File: src/rtl/product_bcd_display.sv
// product_bcd_display: captures the multiplier product on each rising edge of
// its done flag, converts it to three BCD digits with a one-shift-per-clock
// double-dabble engine, and scans the result onto a 3-digit active-low
// seven-segment display.
module product_bcd_display #(
    parameter int P_REFRESH_DIV = 50000,
    parameter int P_BLANK_LZ    = 1
) (
    input  logic        i_CLK,
    input  logic        i_RESET,
    input  logic [7:0]  i_Y,
    input  logic        i_DONE,
    output logic [11:0] o_BCD,
    output logic        o_BCD_VALID,
    output logic        o_BUSY,
    output logic [2:0]  o_AN,
    output logic [6:0]  o_SEG
);

    localparam int RW = (P_REFRESH_DIV > 1) ? $clog2(P_REFRESH_DIV) : 1;

    typedef enum logic [1:0] {
        IDLE,
        CONVERT,
        UPDATE
    } state_t;

    state_t        state;
    state_t        state_nxt;

    logic          done_d;
    logic          rise;
    logic [7:0]    shift_reg;
    logic [11:0]   scratch;
    logic [2:0]    shift_cnt;
    logic          pend_full;
    logic [7:0]    pend_val;

    logic [RW-1:0] refresh_cnt;
    logic [1:0]    digit_idx;
    logic [3:0]    digit_val;
    logic          digit_blank;
    logic [2:0]    an_nxt;

    // Double-dabble correction: any BCD nibble >= 5 gets +3 before the shift
    // so that the shift carries correctly into the next decade.
    function automatic logic [11:0] dabble_adjust(input logic [11:0] s);
        logic [11:0] r;
        r = s;
        for (int i = 0; i < 3; i++) begin
            if (s[i*4 +: 4] >= 4'd5) begin
                r[i*4 +: 4] = s[i*4 +: 4] + 4'd3;
            end
        end
        return r;
    endfunction

    // Active-low segment pattern {g,f,e,d,c,b,a} for one decimal digit.
    function automatic logic [6:0] seg_encode(input logic [3:0] d);
        logic [6:0] s;
        case (d)
            4'd0:    s = 7'b1000000;
            4'd1:    s = 7'b1111001;
            4'd2:    s = 7'b0100100;
            4'd3:    s = 7'b0110000;
            4'd4:    s = 7'b0011001;
            4'd5:    s = 7'b0010010;
            4'd6:    s = 7'b0000010;
            4'd7:    s = 7'b1111000;
            4'd8:    s = 7'b0000000;
            4'd9:    s = 7'b0010000;
            default: s = 7'b1111111;
        endcase
        return s;
    endfunction

    assign rise   = i_DONE & ~done_d;
    assign o_BUSY = (state == CONVERT);

    // State register.
    always_ff @(posedge i_CLK or negedge i_RESET) begin
        if (!i_RESET) begin
            state <= IDLE;
        end else begin
            state <= state_nxt;
        end
    end

    // Next-state logic; IDLE also drains a pending value so nothing is lost.
    always_comb begin
        state_nxt = state;
        case (state)
            IDLE:    if (rise || pend_full) state_nxt = CONVERT;
            CONVERT: if (shift_cnt == 3'd7) state_nxt = UPDATE;
            UPDATE:  state_nxt = pend_full ? CONVERT : IDLE;
            default: state_nxt = IDLE;
        endcase
    end

    // Conversion datapath, pending slot, result register and valid pulse.
    always_ff @(posedge i_CLK or negedge i_RESET) begin
        if (!i_RESET) begin
            done_d      <= 1'b0;
            shift_reg   <= 8'd0;
            scratch     <= 12'd0;
            shift_cnt   <= 3'd0;
            pend_full   <= 1'b0;
            pend_val    <= 8'd0;
            o_BCD       <= 12'h000;
            o_BCD_VALID <= 1'b0;
        end else begin
            done_d      <= i_DONE;
            o_BCD_VALID <= 1'b0;
            case (state)
                IDLE: begin
                    if (pend_full) begin
                        shift_reg <= pend_val;
                        scratch   <= 12'd0;
                        shift_cnt <= 3'd0;
                        pend_full <= rise;
                        if (rise) pend_val <= i_Y;
                    end else if (rise) begin
                        shift_reg <= i_Y;
                        scratch   <= 12'd0;
                        shift_cnt <= 3'd0;
                    end
                end
                CONVERT: begin
                    {scratch, shift_reg} <= {dabble_adjust(scratch), shift_reg} << 1;
                    shift_cnt <= shift_cnt + 3'd1;
                    if (rise) begin
                        pend_full <= 1'b1;
                        pend_val  <= i_Y;
                    end
                end
                UPDATE: begin
                    o_BCD       <= scratch;
                    o_BCD_VALID <= 1'b1;
                    if (pend_full) begin
                        shift_reg <= pend_val;
                        scratch   <= 12'd0;
                        shift_cnt <= 3'd0;
                    end
                    // A rise on this edge refills the slot even as it is consumed.
                    pend_full <= rise;
                    if (rise) pend_val <= i_Y;
                end
                default: ;
            endcase
        end
    end

    // Refresh divider and digit index: ones -> tens -> hundreds -> ones.
    always_ff @(posedge i_CLK or negedge i_RESET) begin
        if (!i_RESET) begin
            refresh_cnt <= '0;
            digit_idx   <= 2'd0;
        end else if (refresh_cnt == RW'(P_REFRESH_DIV - 1)) begin
            refresh_cnt <= '0;
            digit_idx   <= (digit_idx == 2'd2) ? 2'd0 : digit_idx + 2'd1;
        end else begin
            refresh_cnt <= refresh_cnt + RW'(1);
        end
    end

    // Digit selection and leading-zero blanking for the current scan slot.
    always_comb begin
        digit_val   = o_BCD[3:0];
        digit_blank = 1'b0;
        an_nxt      = 3'b110;
        case (digit_idx)
            2'd1: begin
                digit_val   = o_BCD[7:4];
                digit_blank = (P_BLANK_LZ != 0) && (o_BCD[11:4] == 8'd0);
                an_nxt      = 3'b101;
            end
            2'd2: begin
                digit_val   = o_BCD[11:8];
                digit_blank = (P_BLANK_LZ != 0) && (o_BCD[11:8] == 4'd0);
                an_nxt      = 3'b011;
            end
            default: ;
        endcase
    end

    // Registered display drive.
    always_ff @(posedge i_CLK or negedge i_RESET) begin
        if (!i_RESET) begin
            o_AN  <= 3'b110;
            o_SEG <= 7'b1000000;
        end else begin
            o_AN  <= an_nxt;
            o_SEG <= digit_blank ? 7'b1111111 : seg_encode(digit_val);
        end
    end

endmodule

File: config.mk
export PLATFORM = sky130hd
export DESIGN_NAME = product_bcd_display
export DESIGN_NICKNAME = d
export VERILOG_FILES = /design/src/rtl/product_bcd_display.sv
export SDC_FILE = /design/constraint.sdc
export NUM_CORES = 1
export LEC_CHECK = 0
export ABC_AREA = 1
export BUFFER_PORTS_ARGS = -buffer_cell sky130_fd_sc_hd__buf_2
export CELL_PAD_IN_SITES_DETAIL_PLACEMENT = 1
export CELL_PAD_IN_SITES_GLOBAL_PLACEMENT = 1
export CORE_MARGIN = 3
export CORE_UTILIZATION = 48
export DETAILED_ROUTE_END_ITERATION = 6
export PLACE_DENSITY_LB_ADDON = 0.1
export SYNTH_ARGS = -nofsm -noshare
export SYNTH_HDL_FRONTEND = slang
export SYNTH_SLANG_ARGS = --single-unit
File: constraint.sdc
create_clock -name i_CLK -period 3.8 [get_ports i_CLK]
set_input_delay 0.38 -clock i_CLK [delete_from_list [all_inputs] [get_ports i_CLK]]
set_output_delay 0.38 -clock i_CLK [all_outputs]
set_load 0.02 [all_outputs]
==> results.txt <==
----------------------------------------------------
[Outcome]
  Outcome ... complete, no violations

[Pwr]
  Static Leakage ... 2.33 nW
  Internal Power ... 1.53 mW
  Register share of total power ... 41.4%
  Power spent charging and discharging nets ... 1.03 mW
  Combinational cell fraction of total power ... 34.9%
  Switching share of power ... 40.3%
  Power density over the cells ... 580 nW/µm²
  Total power consumption of the routed design ... 2.56 mW
  Part of the power in the clock network ... 23.6%
  Peak supply drop ... 0.325 mV

[Worst setup path]
  Worst endpoint required time ... 4.03 ns
  Reg2reg path depth ... 9
  Worst-path maximum fanout ... 24
  Category of the critical setup timing path ... flop to flop
  Endpoint of the worst register-to-register path ... scratch[3]
  Worst setup EP type ... flop
  Worst reg2reg startpoint ... state[0]
  Worst Setup Start Kind ... flop
  Internal reg-to-reg setup slack ... 1.53 ns
  Arrival time of the worst setup path ... 2.50 ns

[Clock network]
  Clock tree from TritonCTS ... done
  Post-CTS repair timing setup buffer count ... 0
  Root buffer cell ... sky130_fd_sc_hd__clkbuf_8
  H-tree depth ... 3
  Post_cts resized ... 0
  Number of hold buffers added after cts ... 0
  Clock Pin Slew Worst Setup and Hold Paths ... 0.08 ns
  CTS buffer count ... 9
  Number of sinks driven by the clock tree ... 76
  Clock network latency to the later pin of the worst-skew pair ... 0.35 ns
  CTS max path bufs ... 2

[Place]
  Placed wire-length estimate ... 6800 µm
  IO Port Bufs ... 34
  Post-placement cell area ... 4220 µm²
  Routability congestion estimate from global placement ... 0.785

[Yosys]
  Share of the synthesized area in the top cell type ... 45.8%
  Syn_nets ... 528
  Biggest area consumer among synthesized cells ... sky130_fd_sc_hd__dfrtp_1
  Average instance area after synthesis ... 8.03 µm²
  Count of cell types in the netlist ... 32
  Share of the yosys chip area belonging to registers ... 47.7%
  Number of synthesis warnings ... 0
  Top post-synthesis cells by area ... sky130_fd_sc_hd__dfrtp_1, sky130_fd_sc_hd__nand2_1, sky130_fd_sc_hd__ha_1
  Count of state elements after synthesis ... 76
  Number of standard cells after synthesis ... 497
  Cell Area, Synth ... 3990 µm²

[Die]
  Floorplan core area ... 7890 µm²
  Initial Util ... 50.6%
  Number of placed I/O pins ... 35
  Standard-cell rows ... 32
  Floorplan die area ... 9450 µm²
  Die outline height ... 97.2 µm
  Die extent in x ... 97.2 µm

[STA]
  Highest attainable clock frequency ... 0.441 GHz
  Ratio of final minimum period to clock period ... 59.7%
  Minimum clock period ... 2.27 ns
  Count of final hold-check violations ... 0
  Transition time at the pin with the least slew margin ... 0.953 ns
  Sum of negative setup slack ... 0 ns
  Max-slew violation count ... 0
  Setup Skew ... 0.0110 ns
  Slew Limit Headroom ... 36.5%
  RSZ-0062 raised after global routing ... no
  Final setup violating endpoints ... 0

[Routing]
  Detail-routed net length per standard cell ... 14.9 µm
  Detailed-routing iteration count for the pre-antenna-repair pass ... 4
  Total number of vias ... 3323
  Residual DRC ... 0
  DRC violation total after the first TritonRoute iteration ... 90
  Number of nets with antenna violations after routing ... 0
  Total wire length ... 9490 µm
  Via density per instance ... 5.20

[Cells and area]
  Layout Nets ... 563
  Fraction of final layout cells sized beyond drive strength 1 ... 13.0%
  Count of filler cells inserted in the layout ... 1005
  Util after Layout ... 55.9%
  Regs by FF count ... refresh_cnt (16), o_BCD (12), scratch (12)
  Area of all sequential standard cells ... 1910 µm²
  Register name with the most flops ... refresh_cnt
  Area growth from synthesis to layout ... 10.4%
  Flip-flop count of the largest register after layout ... 16
  Area of all placed cells without fillers ... 4410 µm²
  Area taken by multi-input logic gates ... 1760 µm²
  Antenna diodes ... 0

[GRT]
  Largest net degree at the start of global routing ... 77
  Number of global-route vias before repair ... 3633
  Wire length of the first global-routing pass ... 16800 µm
  Final global-route overflow total ... 0
  Combined global-route utilization of all metal layers ... 21.4%
  Antenna violations before repair ... 0

[Hold path]
  Hold Crit Class ... primary input to async pin

[Job]
  Max-cap viol count ... 0

----------------------------------------------------
-- power by group through the flow --
stage / combinational [mW] / clock [mW] / sequential [mW]
6_report: 0.894 / 0.605 / 1.06
5_1_grt: 1.03 / 0.654 / 1.08
4_1_cts: 0.908 / 0.621 / 1.06
3_5_place_dp: 0.905 / 0 / 1.07
3_3_place_gp: 0.851 / 0 / 1.07
2_1_floorplan: 0.650 / 0 / 1.08
-- cell usage in the layout, fill, tap and decap left out, types with 9 or more instances in the layout --
master,n
sky130_fd_sc_hd__nor2_1,33
sky130_fd_sc_hd__nand2_1,154
sky130_fd_sc_hd__xor2_1,11
sky130_fd_sc_hd__clkbuf_8,9
sky130_fd_sc_hd__dfrtp_1,73
sky130_fd_sc_hd__a21oi_1,17
sky130_fd_sc_hd__o21ai_0,44
sky130_fd_sc_hd__buf_2,33
sky130_fd_sc_hd__nand3_1,28
sky130_fd_sc_hd__inv_1,62
sky130_fd_sc_hd__ha_1,20
-- synthesized netlist by cell type --
master,n
sky130_fd_sc_hd__dfstp_2,3
sky130_fd_sc_hd__nor2_1,33
sky130_fd_sc_hd__dfrtp_1,73
sky130_fd_sc_hd__nand2_2,4
sky130_fd_sc_hd__nor2_4,2
sky130_fd_sc_hd__buf_2,4
sky130_fd_sc_hd__o21ai_0,44
sky130_fd_sc_hd__nand4_1,2
sky130_fd_sc_hd__clkinv_2,1
sky130_fd_sc_hd__nand2_4,1
sky130_fd_sc_hd__inv_2,4
sky130_fd_sc_hd__o21ai_1,5
sky130_fd_sc_hd__nand3b_1,2
sky130_fd_sc_hd__nor3_1,2
sky130_fd_sc_hd__buf_4,1
sky130_fd_sc_hd__o21a_1,2
sky130_fd_sc_hd__buf_6,3
sky130_fd_sc_hd__clkbuf_1,2
sky130_fd_sc_hd__or2_2,1
sky130_fd_sc_hd__o21bai_1,1
sky130_fd_sc_hd__nor2_2,3
sky130_fd_sc_hd__a22oi_1,7
sky130_fd_sc_hd__a21oi_1,17
sky130_fd_sc_hd__nand3_1,28
sky130_fd_sc_hd__inv_1,62
sky130_fd_sc_hd__o31ai_1,1
sky130_fd_sc_hd__o211ai_1,1
sky130_fd_sc_hd__ha_1,20
sky130_fd_sc_hd__o211ai_2,2
sky130_fd_sc_hd__xor2_1,11
sky130_fd_sc_hd__o21ai_2,1
sky130_fd_sc_hd__nand2_1,154
-- layout make-up --
type | instances | share of cell area [%]
clock inverters | 5 | 1.19
clock buffers | 11 | 2.98
well taps | 102 | 2.90
flip-flops and latches | 76 | 43.2
inverters | 67 | 5.74
multi-input cells | 344 | 40.0
repair buffers | 34 | 3.92
-- worst max-delay path by stage --
stage	startpoint	to	slack, ns	cells past startpoint
global placement	state[0]	scratch[3]	1.68	9
global route	state[0]	scratch[3]	1.30	9
CTS	state[0]	scratch[3]	1.53	9
detailed placement	state[0]	scratch[3]	1.51	9
floorplan	digit_idx[1]	o_SEG[3]	2.01	12
finish	state[0]	scratch[3]	1.53	9
-- logic make-up (layout without fill, tap and decap cells) --
kind of cell / Yosys count / in the layout / synth area share, %
simple gates: 232 / 232 / 24.1
compound gates: 81 / 81 / 11.4
buf+inv: 77 / 117 / 8.06
flops: 76 / 76 / 47.7
fa+ha+maj: 20 / 20 / 6.27
xor+xnor: 11 / 11 / 2.41
-- per-stage QoR --
stage	cells	hold WS [ns]	worst slack (ns)
2_1_floorplan	497	0.0844	2.01
3_3_place_gp	623	0.462	1.68
3_5_place_dp	623	0.473	1.51
4_1_cts	639	0.170	1.53
5_1_grt	639	0.168	1.30
6_report	639	0.164	1.53
-- critical path: stages, from the launching register on --
cell and delay (ns):
sky130_fd_sc_hd__dfrtp_1 0.41, sky130_fd_sc_hd__inv_1 0.10, sky130_fd_sc_hd__ha_1 0.65, sky130_fd_sc_hd__inv_2 0.16, sky130_fd_sc_hd__nor2_2 0.14, sky130_fd_sc_hd__nor2_2 0.06, sky130_fd_sc_hd__nand2_4 0.22, sky130_fd_sc_hd__inv_2 0.21
sky130_fd_sc_hd__nand4_1 0.11, sky130_fd_sc_hd__o21ai_0 0.08
-- per-layer routing --
metal | up-vias | GRT usage (%) | share of wire, %
met5 | - | 0 | 0
li1 | 1644 | - | -
met1 | 1629 | 26.9 | 45
met3 | 9 | 5.46 | 3.3
met4 | 0 | 4.54 | 0.71
met2 | 41 | 37.2 | 51
No activity file was read; power rests on OpenSTA's default activity.
